==> config.mk <==
export PLATFORM = sky130hd
export DESIGN_NAME = dmem_access
export DESIGN_NICKNAME = d
export VERILOG_FILES = /design/src/rtl/dmem_access.sv
export SDC_FILE = /design/constraint.sdc
export NUM_CORES = 1
export LEC_CHECK = 0
export CAP_MARGIN = 10
export CORE_AREA = 4 4 161 163
export CTS_CLUSTER_DIAMETER = 200
export CTS_CLUSTER_SIZE = 28
export DETAILED_ROUTE_END_ITERATION = 12
export DIE_AREA = 0 0 165 167
export MAX_ROUTING_LAYER = met4
export PLACE_DENSITY = 0.84
export SETUP_SLACK_MARGIN = 0.02
export SLEW_MARGIN = 15
export SYNTH_ARGS = -nofsm -noshare
export SYNTH_HDL_FRONTEND = slang
export SYNTH_SLANG_ARGS = --single-unit
==> constraint.sdc <==
create_clock -name clk -period 3.4 [get_ports clk]
set_input_delay 0.68 -clock clk [delete_from_list [all_inputs] [get_ports clk]]
set_output_delay 0.68 -clock clk [all_outputs]
set_load 0.005 [all_outputs]
==> src/rtl/dmem_access.sv <==
// Data-memory access unit: one dbus transaction per load/store in EX/MEM,
// stalls the pipeline until data returns, then holds the extended result.

package common;
    typedef enum logic [2:0] {
        MSIZE1 = 3'd0,
        MSIZE2 = 3'd1,
        MSIZE4 = 3'd2,
        MSIZE8 = 3'd3
    } msize_t;

    typedef struct packed {
        logic        valid;
        logic [63:0] addr;
        msize_t      size;
        logic [7:0]  strobe;
        logic [63:0] data;
    } dbus_req_t;

    typedef struct packed {
        logic        data_ok;
        logic [63:0] data;
    } dbus_resp_t;
endpackage

module dmem_access
    import common::*;
(
    input  logic        clk,
    input  logic        reset,
    input  logic        req_valid,
    input  logic        req_write,
    input  logic [1:0]  req_size,
    input  logic        req_unsigned,
    input  logic [63:0] req_addr,
    input  logic [63:0] req_wdata,
    input  logic        req_ack,
    output dbus_req_t   dreq,
    input  dbus_resp_t  dresp,
    output logic        stall,
    output logic        done,
    output logic [63:0] rdata,
    output logic        misalign
);

    typedef enum logic [1:0] {IDLE, BUSY, DONE} state_t;

    state_t      state;
    logic        l_write;
    logic [1:0]  l_size;
    logic        l_unsigned;
    logic [63:0] l_addr;
    logic [63:0] l_wdata;

    logic        req_misalign;
    logic [7:0]  size_mask;
    logic [63:0] shifted;
    logic [63:0] load_ext;

    // A request is misaligned when its address is not a multiple of the access size.
    always_comb begin
        req_misalign = 1'b0;
        case (req_size)
            2'd0: req_misalign = 1'b0;
            2'd1: req_misalign = req_addr[0];
            2'd2: req_misalign = |req_addr[1:0];
            2'd3: req_misalign = |req_addr[2:0];
            default: req_misalign = 1'b0;
        endcase
    end

    // Bus request fields come only from the latched request, so they stay
    // stable for the whole BUSY state; valid is asserted only in BUSY.
    always_comb begin
        size_mask = 8'h00;
        case (l_size)
            2'd0: size_mask = 8'h01;
            2'd1: size_mask = 8'h03;
            2'd2: size_mask = 8'h0f;
            2'd3: size_mask = 8'hff;
            default: size_mask = 8'h00;
        endcase
        dreq        = '0;
        dreq.valid  = (state == BUSY);
        dreq.addr   = l_addr;
        dreq.size   = msize_t'({1'b0, l_size});
        dreq.strobe = l_write ? (size_mask << l_addr[2:0]) : 8'h00;
        dreq.data   = l_wdata << {l_addr[2:0], 3'b000};
    end

    // Align returned data to bit 0, truncate to the access size and extend.
    always_comb begin
        shifted  = dresp.data >> {l_addr[2:0], 3'b000};
        load_ext = shifted;
        case (l_size)
            2'd0: load_ext = l_unsigned ? {56'd0, shifted[7:0]}
                                        : {{56{shifted[7]}}, shifted[7:0]};
            2'd1: load_ext = l_unsigned ? {48'd0, shifted[15:0]}
                                        : {{48{shifted[15]}}, shifted[15:0]};
            2'd2: load_ext = l_unsigned ? {32'd0, shifted[31:0]}
                                        : {{32{shifted[31]}}, shifted[31:0]};
            default: load_ext = shifted;
        endcase
    end

    // Pipeline is frozen whenever an access is pending and the result isn't ready.
    assign stall = req_valid & (state != DONE);

    // Access FSM: latch in IDLE, wait for data_ok in BUSY, hold result in DONE.
    always_ff @(posedge clk or negedge reset) begin
        if (!reset) begin
            state      <= IDLE;
            l_write    <= 1'b0;
            l_size     <= 2'd0;
            l_unsigned <= 1'b0;
            l_addr     <= '0;
            l_wdata    <= '0;
            done       <= 1'b0;
            rdata      <= '0;
            misalign   <= 1'b0;
        end else begin
            case (state)
                IDLE: begin
                    if (req_valid) begin
                        l_write    <= req_write;
                        l_size     <= req_size;
                        l_unsigned <= req_unsigned;
                        l_addr     <= req_addr;
                        l_wdata    <= req_wdata;
                        if (req_misalign) begin
                            // No bus access for a misaligned request.
                            state    <= DONE;
                            done     <= 1'b1;
                            misalign <= 1'b1;
                            rdata    <= '0;
                        end else begin
                            state <= BUSY;
                        end
                    end
                end
                BUSY: begin
                    // A flush (req_valid low) does not abandon the transaction.
                    if (dresp.data_ok) begin
                        state    <= DONE;
                        done     <= 1'b1;
                        misalign <= 1'b0;
                        rdata    <= l_write ? 64'd0 : load_ext;
                    end
                end
                DONE: begin
                    if (req_ack || !req_valid) begin
                        state    <= IDLE;
                        done     <= 1'b0;
                        misalign <= 1'b0;
                    end
                end
                default: state <= IDLE;
            endcase
        end
    end

endmodule

==> flow_metrics.py, run 1 <==
metrics = {
    "clock_network": {
        "cts_hold_buf": 0,
        "cts-root-buf": "clkbuf_16",
        "insertion_delay_ns": 0.43,
        "numCtsBuffers": 17,
        "htreeDepth": 4,
        "cts_max_path_buffers": 2,
        "cts_sinks": 200,
        "clk_pin_slew_ns": 0.08,
        "tritoncts": "yes",
    },
    "worst_setup_path": {
        "crit_fanout": 12,
        "criticalPathCategory": "register to output port",
        "end_kind": "output port",
        "cp_common_cell": "mux2_2",
        "r2r-end": "rdata[56]",
        "rr_worst_depth": 9,
        "cp_data_arrival_time_ns": 2.58,
        "r2r_start": "l_addr[0]",
        "required_ns": 2.72,
        "crit_family": "buffers and inverters",
        "path_buf_inv": 2,
        "slowest_stage": "dfrtp_4",
        "crit_chain": "buf_4 -> mux2_2 -> nor2_1 -> a21oi_1 -> mux2_2 -> clkdlybuf4s50_1",
        "worst_setup_path_start_kind": "register",
        "critical_path.max_stage_delay_ns": 0.59,
        "r2r_slack_ns": 0.43,
    },
    "yosys": {
        "ys_warn_count": 0,
        "ys_ff_latch": 200,
        "synth_area_leader_cell": "dfrtp_1",
        "seq_area_frac_synth_pct": 44.9,
        "yosys.area.top_type_share_pct": 44.9,
        "ys_async_sr_fraction_pct": 100,
        "synth.distinct_cells": 47,
        "syn_avg_cell_area_um2": 10.8,
        "ys.flop_type": "dfrtp_1",
        "yosys-top-cells-area": "dfrtp_1, mux2_2, mux2i_1",
        "synth_area_mm2": 0.0111,
        "synthCells": 1027,
        "postSynthNetCount": 1232,
        "synth-edff-count": 0,
    },
    "grt": {
        "grt-ovfl-total": 0,
        "grt_pass1_wl_mm": 62.9,
        "antenna_found_initial": 7,
        "grt_pass1_vias": 10593,
        "grt_max_degree": 69,
        "grtUsageTotal_pct": 30.8,
    },
    "drt": {
        "wl_per_cell_um": 24.1,
        "first_pass_iters": 6,
        "ant_nets": 0,
        "via_per_inst": 5.80,
        "first_iter_violations": 1051,
        "num_vias": 10185,
        "drc": 0,
        "wl_mm": 42.3,
    },
    "die": {
        "start_util_pct": 45.8,
        "core_region_area_mm2": 0.0243,
        "die-area_mm2": 0.0276,
        "rows": 57,
        "io-pin-count": 408,
        "die_height_um": 167,
        "die_w_um": 165,
    },
    "sta": {
        "setup_viol": 0,
        "slew_viol_final": 0,
        "final.setup_skew_ns": 0.00911,
        "maxSlewHeadroom_pct": 28.3,
        "period_minus_slack_ns": 3.26,
        "tightest_slew_ns": 1.07,
        "timing.final.hold_violations": 0,
        "final.setup.tns_ns": 0,
        "finalCritPeriodShare_pct": 95.8,
        "fmax_mhz": 307,
        "holdWs_ns": 0.267,
        "rsz0062_at_grt": "no",
    },
    "finish": {
        "syn_to_final_growth_pct": 46.6,
        "drive_gt1_share_pct": 21.8,
        "nets": 1615,
        "final_cell_mix": "clkdlybuf4s50_1, dfrtp_1, mux2_2, nand2_1, nor2_1",
        "layout_commonest_cell": "clkdlybuf4s50_1",
    },
    "power": {
        "combPwrFrac_pct": 61.6,
        "p_switching_mw": 6.79,
        "swShare_pct": 40.2,
        "p_leak_nw": 6.92,
        "peakVddDrop_uv": 669,
        "power_frac_seq_pct": 26.4,
        "power_density_mw_per_mm2": 1030,
        "pwr-share-clk_pct": 12.0,
        "p_int_mw": 10.1,
    },
    "placement": {
        "gp_congestion": 0.978,
        "dp.final_hpwl_mm": 31.9,
        "io_buffer_count": 406,
    },
    "hold_path": {
        "holdCritPathClass": "primary input to asynchronous set/reset pin",
    },
    "status": {
        "status": "completed",
    },
    "run": {
        "max_cap_violations": 0,
    },
}
[worst register-to-register path, delay by kind of cell, from the launching register on]
kind,cells,cell delay (ns)
AO/OA/AOI/OAI,3,0.86
buffers and inverters,3,0.73
flip-flops,1,0.59
multiplexers,2,0.64
AND/OR/NAND/NOR,1,0.05
[registers in the layout, indices dropped and copies added (netlist names)]
| register | count |
|---|---|
| done | 1 |
| l_addr | 64 |
| l_size | 2 |
| l_unsigned | 1 |
| l_wdata | 64 |
| l_write | 1 |
| misalign | 1 |
| rdata | 64 |
| state | 2 |
[worst max path at each step]
stage                   start         to  slack, ns  depth (start not counted)
global route        l_addr[0]   dreq[60]       0.06                          6
CTS                 l_addr[0]   dreq[60]       0.02                          6
finish              l_addr[0]   dreq[60]       0.14                          6
floorplan           l_addr[1]   dreq[53]       0.77                          5
global placement    dresp[63]  rdata[56]       0.39                          8
detailed placement  dresp[63]  rdata[56]       0.33                          8
[layer usage]
layer / track usage (%) / wire (um)
met1: 35.4 / 15200
met2: 50.4 / 20900
met3: 8.80 / 4210
met4: 12.7 / 1930
met5: - / 0
[cells by family (layout without fill, tap and decap cells)]
logic type / after synthesis / after routing / share of synthesized area [%]
compound gates: 224 / 224 / 13.1
fa+ha+maj: 4 / 4 / 0.449
buf+inv: 95 / 491 / 3.78
flops: 200 / 200 / 44.9
mux: 270 / 270 / 28.9
other cells: 1 / 10 / 0.0337
simple gates: 233 / 233 / 8.87
[synth_stat cells, types with 8 or more instances]
cell type  instances
nand2_1           98
a31oi_1            9
clkbuf_1          54
o21ai_2           27
a21oi_1           47
nor2_1            94
o22a_1             8
mux2i_1           83
o21ai_0           65
buf_1             10
mux4_2            25
dfrtp_1          200
a32oi_1           16
mux2_2           162
o22ai_1           21
and3_1             8
and2_1            13
buf_2             16
[metrics by stage]
| stage | total power, mW | cells | area [um2] | util [%] | worst slack, ns |
|---|---|---|---|---|---|
| final | 16.9 | 1756 | 16300 | 67.2 | 0.143 |
| after global routing | 17.9 | 1754 | 16300 | 67.1 | 0.0628 |
| after floorplan | 9.55 | 1027 | 11100 | - | 0.771 |
| after global placement | 14.4 | 1713 | 15700 | 64.5 | 0.393 |
| after CTS | 16.8 | 1746 | 16300 | 66.9 | 0.0158 |
| after detailed placement | 14.7 | 1713 | 15700 | 64.5 | 0.326 |
[area by class of cell]
cell class / count / area (um2)
well taps: 324 / 405
multi-input cells: 732 / 5740
clock buffers: 18 / 429
repair buffers: 453 / 4540
clock inverters: 14 / 154
flip-flops and latches: 200 / 5010
fillers: 1790 / 7990
diodes: 9 / 22.5
inverters: 6 / 22.5
[timing repair]
action,CTS,global route
setup endpoints to repair,13,14
gates resized for setup,0,3
endpoints found under the hold margin,0,0
setup buffers,1,1
[power by group through the flow]
| stage | Clock, mW | Combinational (mW) | Sequential (mW) |
|---|---|---|---|
| 2_1_floorplan | 0 | 5.37 | 4.18 |
| 3_3_place_gp | 0 | 10.0 | 4.45 |
| 3_5_place_dp | 0 | 10.2 | 4.52 |
| 4_1_cts | 2.06 | 10.3 | 4.46 |
| 5_1_grt | 2.18 | 11.1 | 4.60 |
| 6_report | 2.03 | 10.4 | 4.46 |
No activity file was read; power rests on OpenSTA's default activity.
==> run 2: changes to the inputs <==
--- a/config.mk
+++ b/config.mk
@@ -7,11 +7,11 @@
 export LEC_CHECK = 0
 export CAP_MARGIN = 10
-export CORE_AREA = 4 4 161 163
+export CORE_AREA = 4 4 156 158
 export CTS_CLUSTER_DIAMETER = 200
 export CTS_CLUSTER_SIZE = 28
 export DETAILED_ROUTE_END_ITERATION = 12
-export DIE_AREA = 0 0 165 167
+export DIE_AREA = 0 0 160 162
 export MAX_ROUTING_LAYER = met4
-export PLACE_DENSITY = 0.84
+export PLACE_DENSITY = 0.88
 export SETUP_SLACK_MARGIN = 0.02
 export SLEW_MARGIN = 15
==> constraint.sdc (replaced) <==
create_clock -name clk -period 3.8 [get_ports clk]
set_input_delay 0.76 -clock clk [delete_from_list [all_inputs] [get_ports clk]]
set_output_delay 0.76 -clock clk [all_outputs]
set_load 0.01 [all_outputs]
==> run 2 against run 1 <==
Net effect: die area down 5.9%; power shrank 8.1%; sequential share of layout area rose by 0.33 points; combinational power decreased by 8%; clock-buffer cell count unchanged; routed wire length is 0.65% lower; sequential cell count unchanged.
==> flow_metrics.py, run 2 (synthesis results as in run 1) <==
metrics = {
    "drt": {
        "drc": 0,
        "first_iter_violations": 938,
        "first_pass_iters": 6,
        "via_per_inst": 6.02,
        "ant_nets": 0,
        "num_vias": 10282,
        "wl_mm": 42.0,
        "wl_per_cell_um": 24.6,
    },
    "sta": {
        "final.setup_skew_ns": 0.0150,
        "period_minus_slack_ns": 3.67,
        "finalCritPeriodShare_pct": 96.6,
        "maxSlewHeadroom_pct": 40.2,
        "fmax_mhz": 272,
        "final.setup.tns_ns": 0,
        "setup_viol": 0,
        "timing.final.hold_violations": 0,
        "fin_ws_ns": 0.128,
        "tightest_slew_ns": 0.893,
        "slew_viol_final": 0,
        "rsz0062_at_grt": "no",
    },
    "clock_network": {
        "clk_pin_slew_ns": 0.09,
        "tritoncts": "yes",
        "postCtsSetupBuffers": 0,
        "cts-root-buf": "clkbuf_16",
        "numCtsBuffers": 17,
        "htreeDepth": 4,
        "cts_hold_buf": 0,
        "post_cts_resize_count": 0,
        "cts_max_path_buffers": 2,
        "cts_sinks": 200,
        "insertion_delay_ns": 0.44,
    },
    "die": {
        "core_region_area_mm2": 0.0231,
        "io-pin-count": 408,
        "die_height_um": 162,
        "die_w_um": 160,
        "rows": 56,
        "start_util_pct": 48.2,
        "die-area_mm2": 0.0259,
    },
    "worst_setup_path": {
        "criticalPathCategory": "register to output port",
        "r2r_slack_ns": 0.50,
        "critical_path.max_stage_delay_ns": 0.70,
        "crit_chain": "nor2b_2 -> a21oi_1 -> o21ai_0 -> clkdlybuf4s50_1",
        "cp_data_arrival_time_ns": 2.91,
        "worst_setup_path_start_kind": "register",
        "crit_fanout": 32,
        "required_ns": 3.04,
        "slowest_stage": "dfrtp_4",
        "path_buf_inv": 1,
        "end_kind": "output port",
        "crit_family": "flip-flops",
    },
    "placement": {
        "io_buffer_count": 406,
        "dpl_worst_slack_ns": 0.408,
        "dp.final_hpwl_mm": 30.7,
        "gp_congestion": 0.975,
    },
    "grt": {
        "grt_pass1_vias": 10665,
        "grt-ovfl-total": 0,
        "grtUsageTotal_pct": 32.6,
        "grt_pass1_wl_mm": 63.2,
        "grt_max_degree": 101,
        "antenna_found_initial": 10,
    },
    "power": {
        "p_leak_nw": 6.83,
        "power_density_mw_per_mm2": 962,
        "peakVddDrop_uv": 620,
    },
    "status": {
        "status": "completed",
    },
    "finish": {
        "multiInputGateArea_mm2": 0.00574,
        "nets": 1600,
        "ff_latch_area_mm2": 0.00501,
        "layout_commonest_cell": "clkdlybuf4s50_1",
        "fillers": 1632,
        "syn_to_final_growth_pct": 45.0,
        "final_cell_mix": "clkdlybuf4s50_1, dfrtp_1, mux2_2, nand2_1, nor2_1",
        "drive_gt1_share_pct": 21.0,
        "top_regs": "l_addr (64), l_wdata (64), rdata (64)",
    },
    "run": {
        "max_cap_violations": 0,
    },
    "hold_path": {
        "holdCritPathClass": "primary input to asynchronous set/reset pin",
    },
}
==> run 2: layout make-up <==
type	instances	share of cell area, %
clock inverters	14	1.16
well taps	290	2.25
repair buffers	438	27.1
multi-input cells	732	35.5
diodes	10	0.155
flip-flops and latches	200	31.0
inverters	6	0.139
clock buffers	18	2.66
==> run 2: where the power goes <==
part,internal (mW),total (mW),switching (mW)
registers,3.14,4.09,0.952
clock network,0.909,1.91,0.998
logic,4.91,9.54,4.63
==> run 2: path summary, 6_finish.rpt <==
path                           start     endpoint  depth (start not counted)
max                        l_addr[1]     dreq[49]                          4
max reg2reg                l_addr[0]    rdata[33]                          8
min in group clk           rdata[55]    rdata[55]                          2
max in group asynchronous      reset    l_addr[0]                          2
min reg2reg                rdata[55]    rdata[55]                          2
min                            reset  l_wdata[52]                          1
==> run 2: per-layer routing <==
metal  part of all wire [%]  vias to the layer above  track usage (%)
met3                    9.6                      132             8.96
met4                    5.4                        0             17.5
met5                      0                        -                -
li1                       -                     4463                -
met1                     36                     4997             36.6
met2                     49                      690             53.3
==> run 2: per-stage QoR <==
step	std cells	utilization, %	total power, mW	cell area [um2]	hold WS (ns)
detailed placement	1665	67.0	13.4	15500	0.466
finish	1708	69.9	15.5	16200	0.430
CTS	1697	69.7	15.4	16100	0.447
global route	1708	69.9	16.4	16200	0.488
floorplan	1027	-	9.03	11100	0.464
global placement	1665	67.0	13.2	15500	0.460
==> run 2: worst register-to-register path: stages, from the launching register on <==
cell and delay (ns):
dfrtp_4 0.70, buf_4 0.27, buf_4 0.43, o21ai_0 0.22, a21oi_1 0.35, o21bai_4 0.13
o21ai_4 0.52, buf_4 0.41, o21ai_0 0.14
